**src/rtl/cf_fft_1024_8_10_pair.sv**
```systemverilog
// Input pairing stage for the radix-2 butterfly: buffers half a block, then emits (a, b) pairs
// with twiddle index and enable; also generates the 4-cycle drain burst on flush.
module cf_fft_1024_8_10_pair #(
    parameter int unsigned LOG2_DEPTH = 3
) (
    input  logic        clock_c,
    input  logic        i1,
    input  logic [15:0] i2,
    input  logic        i3,
    input  logic        i4,
    output logic [15:0] o1,
    output logic [15:0] o2,
    output logic [2:0]  o3,
    output logic        o4,
    output logic        o5
);

    localparam int unsigned DEPTH = 2 ** LOG2_DEPTH;

    typedef enum logic [1:0] {StFill, StPair, StDrain} state_e;

    state_e                state_q, state_d;
    logic [LOG2_DEPTH-1:0] k_q, k_d;
    logic [1:0]            drain_q, drain_d;
    logic [15:0]           mem_q [DEPTH];

    logic [15:0] a_q, a_d;
    logic [15:0] b_q, b_d;
    logic [2:0]  tw_q, tw_d;
    logic        en_q, en_d;

    logic k_last;
    logic flush_go;
    logic fill_wr;

    assign k_last   = &k_q;
    // Flush is only honoured when idle; it takes priority over a coincident sample.
    assign flush_go = (state_q == StFill) && (k_q == '0) && i4;
    assign fill_wr  = (state_q == StFill) && i3 && !flush_go && !i1;

    // State register
    always_ff @(posedge clock_c) begin
        if (i1) begin
            state_q <= StFill;
            k_q     <= '0;
            drain_q <= '0;
        end else begin
            state_q <= state_d;
            k_q     <= k_d;
            drain_q <= drain_d;
        end
    end

    // Half-block buffer, deliberately not reset
    always_ff @(posedge clock_c) begin
        if (fill_wr) begin
            mem_q[k_q] <= i2;
        end
    end

    // Next-state logic
    always_comb begin
        state_d = state_q;
        k_d     = k_q;
        drain_d = drain_q;
        unique case (state_q)
            StFill: begin
                if (flush_go) begin
                    state_d = StDrain;
                    drain_d = '0;
                end else if (i3) begin
                    k_d = k_q + 1'b1;
                    if (k_last) begin
                        state_d = StPair;
                    end
                end
            end
            StPair: begin
                if (i3) begin
                    k_d = k_q + 1'b1;
                    if (k_last) begin
                        state_d = StFill;
                    end
                end
            end
            StDrain: begin
                drain_d = drain_q + 1'b1;
                if (drain_q == 2'd3) begin
                    state_d = StFill;
                    k_d     = '0;
                end
            end
            default: begin
                state_d = StFill;
                k_d     = '0;
            end
        endcase
    end

    // Output next-value logic; pair outputs hold while no pair is issued
    always_comb begin
        a_d  = a_q;
        b_d  = b_q;
        tw_d = tw_q;
        en_d = 1'b0;
        unique case (state_q)
            StFill: begin
                if (flush_go) begin
                    a_d  = '0;
                    b_d  = '0;
                    tw_d = '0;
                    en_d = 1'b1;
                end
            end
            StPair: begin
                if (i3) begin
                    a_d  = mem_q[k_q];
                    b_d  = i2;
                    tw_d = k_q[LOG2_DEPTH-1 -: 3];
                    en_d = 1'b1;
                end
            end
            StDrain: begin
                a_d  = '0;
                b_d  = '0;
                tw_d = '0;
                en_d = (drain_q != 2'd3);
            end
            default: begin
                en_d = 1'b0;
            end
        endcase
    end

    always_ff @(posedge clock_c) begin
        if (i1) begin
            a_q  <= '0;
            b_q  <= '0;
            tw_q <= '0;
            en_q <= 1'b0;
        end else begin
            a_q  <= a_d;
            b_q  <= b_d;
            tw_q <= tw_d;
            en_q <= en_d;
        end
    end

    assign o1 = a_q;
    assign o2 = b_q;
    assign o3 = tw_q;
    assign o4 = en_q;
    assign o5 = (state_q != StFill);

endmodule

```
**config.mk**
```make
export PLATFORM = sky130hd
export DESIGN_NAME = cf_fft_1024_8_10_pair
export DESIGN_NICKNAME = d
export VERILOG_FILES = /design/src/rtl/cf_fft_1024_8_10_pair.sv
export SDC_FILE = /design/constraint.sdc
export NUM_CORES = 1
export LEC_CHECK = 0
export CAP_MARGIN = 15
export CORE_UTILIZATION = 45
export DETAILED_ROUTE_END_ITERATION = 6
export DONT_BUFFER_PORTS = 1
export RECOVER_POWER = 100
export SYNTH_ARGS = -nofsm -noshare
export SYNTH_HDL_FRONTEND = slang
export SYNTH_SLANG_ARGS = --single-unit
```
**constraint.sdc**
```tcl
create_clock -name clock_c -period 5.45 [get_ports clock_c]
set_clock_uncertainty 0.15 [all_clocks]
set_input_delay 1.09 -clock clock_c [delete_from_list [all_inputs] [get_ports clock_c]]
set_output_delay 1.09 -clock clock_c [all_outputs]
set_load 0.02 [all_outputs]
```
* Word level (Yosys, flattened, before mapping) *
Memories as Yosys holds them, arrays and structs flattened. A register that Yosys moved wholly into a read port is not among the register bits.
Index checks and enable logic that the tools add are counted.

cells by class
  eq/ne operators = 11
  mux-type cells = 28
  add/subtract/negate cells = 2
  reduce and logical (&&, ||, !) cells = 17

operators with widths
  kind                   number
  $pmux W16 S3           2
  $mux W16               3
  $mux W3                7
  $pmux W3 S3            2
  $mux W2                7
  $ne A2 B2 Y1 const B   6
  $ne A3 B3 Y1 const B   2
  $pmux W2 S3            1
  $reduce_and A3 Y1      2
  $logic_and A1 B1 Y1    5
  $reduce_and A5 Y1      1
  $eq A2 B2 Y1 const B   2
  $mux W1                4
  $pmux W2 S2            1
  $reduce_and A2 Y1      2
  $reduce_bool A2 Y1     2
  $add A3 B1 Y3 const B  1
  $logic_not A3 Y1       1
  $pmux W1 S3            1
  $reduce_bool A3 Y1     1
  $add A2 B1 Y2 const B  1
  $eq A2 B1 Y1 const B   1
  $logic_not A1 Y1       2
  $logic_not A2 Y1       1

storage, ports and cells
  output and inout port bits = 37
  memories = 1
  RAM bits = 128
  bits in registers = 43

memories
  name   words  width  rd ports  clocked after Yosys merged registers in  write ports  line  source
  mem_q  8      16     1         1                                        1            25    logic [15:0] mem_q [DEPTH];

* Longest topological paths before layout *
  depth in word-level cells = 8
  depth in mapped cells = 7
  depth with buffers taken out = 6

* Worst setup path before layout *
Ideal clock, no wire load.

  kind = input port to flip-flop
  start = in i1
  end = mem mem_q[1][0] (enable)
  path buffers = 1
  data required time = 4891 ps
  setup time = 409 ps
  arrival = 2862 ps
  path slack = 2029 ps
  cell stages on the path = 4
  cells stage by stage = clkbuf_1 nor3b_1 nand3_1 nor3_1

on the way
  longest elaborated chain between the ends = 4

ends and longest elaborated chain
  item                           line  source
  start, declared                7     input logic i1,
  $logic_not A1 Y1               39    assign fill_wr = (state_q == StFill) && i3 && !flush_go && !i1;
  $logic_and A1 B1 Y1            39
  $mux W1                        56    if (fill_wr) begin
  $mux W1 (not written as such)  57    mem_q[k_q] <= i2;
  end, declared                  25

Every way passes these cells.

* Final worst setup path *
  start = reg state_q[0]
  end = mem mem_q[4][3] (enable)

on the way
  longest elaborated chain between the ends = 8
  elaborated cells between the ends (all ways) = 9
  classes of those cells = 2 x mux; 7 x reduce/logical

ends and longest elaborated chain
  item                                  line    source
  start, declared                       22      state_e state_q, state_d;
  start signal, assigned                44      state_q <= StFill;
  start signal, assigned                48      state_q <= state_d;
  $logic_not A2 Y1 (*)                  38, 39
  $logic_and A1 B1 Y1 (2 in a row)      38      assign flush_go = (state_q == StFill) && (k_q == '0) && i4;
  $logic_not A1 Y1                      39
  $logic_and A1 B1 Y1 (*) (2 in a row)  39
  $mux W1 (*)                           56
  $mux W1 (not written as such) (*)     57

Mark *: on every way between the ends. The rest lies on a longest branch, timed or not.

==> summary.md <==
| Metric | Value |
|---|---|
| Critical Path RT | `5.32 ns` |
| Final GP Congestion | `0.728` |
| Post-route setup slack | `2.46 ns` |
| Vias per inst | `5.48` |
| Antenna-violating nets left | `0` |
| Post-route insts no fill | `638` |
| Net Sw Power | `0.000558 W` |
| First-pass GRT wire length | `20.3 mm` |
| Max-cap violation count | `0` |
| CTS Sinks | `174` |
| Logic gate share of total power | `0.060` |
| Synth area leader | `edfxtp_1` |
| Top cells by count, synth | `edfxtp_1 (128), dfxtp_1 (46), nand2_1 (36)` |
| DR WL/cell | `21.3 µm` |
| Initial antenna violation count | `0` |
| #FFs+latches synth | `174` |
| CTS buffer count | `17` |
| Pins Over Slew Limit | `0` |
| GRT Util Overall | `0.192` |
| Max VDD drop | `0.249 mV` |
| Residual DRC count | `0` |
| Post-CTS sizing | `0` |
| CTS hold repair buffers | `0` |
| Post-CTS setup buffer count | `0` |
| Synthesized area per cell | `15.4 µm²` |
| Worst EP arrival | `2.87 ns` |
| Worst-skew pair later-pin latency | `0.42 ns` |
| Routed vias | `3497` |
| Final count of hold timing violations | `0` |
| Area of the die | `15300 µm²` |
| # diodes | `0` |
| Placed cells | `606` |
| Share of the synthesized area in the top cell type | `0.578` |
| Post-synth EDFFs | `128` |
| Post-Synthesis Cells | `433` |
| Starting DRT DRC Count | `234` |
| Unrepaired setup endpoints after global routing | `false` |
| Initial Util | `0.459` |
| Sequential area share after synthesis | `0.716` |
| Core box area | `14500 µm²` |
| Worst Path Max Fanout | `16` |
| Clock Path Buffers | `2` |
| Setup crit start kind | `flip-flop` |
| Area growth from synthesis to layout | `10.4%` |
| Async SR Flop Fraction | `0` |
| Post-synth cell types | `34` |
| Clock network power share | `0.401` |
| Initial DRT Pass Iterations | `4` |
| Tmin final | `2.99 ns` |
| Most frequent cell after synthesis | `edfxtp_1` |
| Final #Nets | `465` |
| PortBufs | `0` |
| Vias in the first global route | `3471` |
| Final period utilization | `0.549` |
| H-Tree Depth | `4` |
| Yosys warning total | `0` |
| Fmax | `0.334 GHz` |
| Setup_tns | `0 ns` |
| Seq pwr share | `0.539` |
| Die X-Extent | `124 µm` |
| Status | `completed` |
| Total grt overflow | `0` |
| Num rows | `44` |
| Top cells by area, synth | `edfxtp_1 (58%), dfxtp_1 (14%), mux2_2 (5.2%)` |
| Actual slew at the worst max-slew pin | `1.40 ns` |
| Pwr dens | `370 nW/µm²` |
| CTS clock-pin slew for the worst setup and hold paths | `0.06 ns` |
| Filler cells | `1226` |
| Mapped Nets | `457` |
| Largest net degree at the start of global routing | `33` |
| Die Ht | `124 µm` |
| HPWL after detailed placement | `8.15 mm` |
| Root buf cell | `clkbuf_16` |
| P_leak | `2.38 nW` |
| Worst Hold Class | `reg -> reg` |
| Internal Dissipation | `0.00216 W` |
| Critical Path End Type | `flip-flop` |
| Relative slew slack | `0.0693` |
| Layout cells sized above 1 | `0.143` |
| Top FF cell, synth | `edfxtp_1` |
| Cell Area, Synth | `6650 µm²` |
| Sw frac | `0.205` |
| Final wirelength | `13.6 mm` |
| Final setup fails | `0` |
| Pre-CTS setup slack | `2.68 ns` |
| CTS tree | `yes` |
| Top Ports | `57` |
| Kind of critical path | `reg -> reg` |
cells by family (layout without fill, tap and decap cells):
kind of cell    Yosys count  in the layout  share of synthesized area
flops                   174            174                      0.716
fa+ha+maj                 4              4                    0.00753
xor+xnor                  1              1                    0.00132
buf+inv                  27             48                     0.0181
compound gates           71             71                     0.0843
mux                      67             67                      0.110
simple gates             89             89                     0.0619
per-stage QoR:
stage	area, µm²	utilization	hold WS, ns	power [W]
after floorplan	6650	-	0.300	0.00163
after global placement	6880	0.475	0.307	0.00166
after detailed placement	6880	0.475	0.314	0.00166
after CTS	7410	0.512	0.323	0.00275
after global routing	7340	0.507	0.355	0.00280
final	7340	0.507	0.318	0.00272
power by group through the flow:
stage | Sequential (W) | Clock (W) | Combinational [W]
2_1_floorplan | 0.00147 | 0 | 0.000159
3_5_place_dp | 0.00149 | 0 | 0.000170
3_3_place_gp | 0.00149 | 0 | 0.000169
4_1_cts | 0.00146 | 0.00111 | 0.000171
6_report | 0.00146 | 0.00109 | 0.000164
5_1_grt | 0.00147 | 0.00116 | 0.000179
state kept, by name (all words and copies together), names as in the netlist, named ones only:
register / flops
drain_q: 2
o2: 16
k_q: 3
state_q: 2
o3: 3
mem_q: 128
o4: 1
o1: 16
worst paths after layout:
check	from	to	slack, ns	cells past startpoint
worst max register to register	state_q[0]	mem_q[4][3]	2.46	5
worst max-delay path	state_q[0]	mem_q[4][3]	2.46	5
worst min-delay path	drain_q[1]	drain_q[1]	0.32	2
worst min register to register	drain_q[1]	drain_q[1]	0.32	2
critical path, cell delays in order, from the launching register on:
cell and delay [ns]:
dfxtp_1 0.38, or2_0 0.40, nor3b_1 0.31, nand3_1 0.19
nor2_1 0.13, clkbuf_1 1.02
cell usage in the layout, fill, tap and decap left out, types with 7 or more instances in the layout:
| cell | n |
|---|---|
| clkbuf_1 | 15 |
| clkbuf_16 | 17 |
| dfxtp_1 | 45 |
| o22ai_1 | 14 |
| nor2_1 | 31 |
| edfxtp_1 | 128 |
| mux2_2 | 31 |
| a2bb2oi_1 | 19 |
| mux2i_1 | 34 |
| o2bb2ai_1 | 15 |
| a22oi_1 | 14 |
| nand2_1 | 36 |
| nand2b_1 | 7 |
cell type report:
type | count | area (µm²) | share of cell area
Clock inverter | 8 | 68.8 | 0.00937
Multi-Input combinational cell | 232 | 1740 | 0.237
Timing Repair Buffer | 13 | 63.8 | 0.00869
Clock buffer | 24 | 462 | 0.0629
Inverter | 3 | 11.3 | 0.00153
Tap cell | 184 | 230 | 0.0313
Sequential cell | 174 | 4770 | 0.649
routing by layer:
layer | vias up | share of wire | track usage
met5 | - | 0 | 0
met4 | 0 | 0.018 | 0.0783
met3 | 18 | 0.058 | 0.0613
met1 | 1737 | 0.45 | 0.251
met2 | 77 | 0.47 | 0.295
li1 | 1665 | - | -
Note: power is estimated with default switching activity, not from simulation.
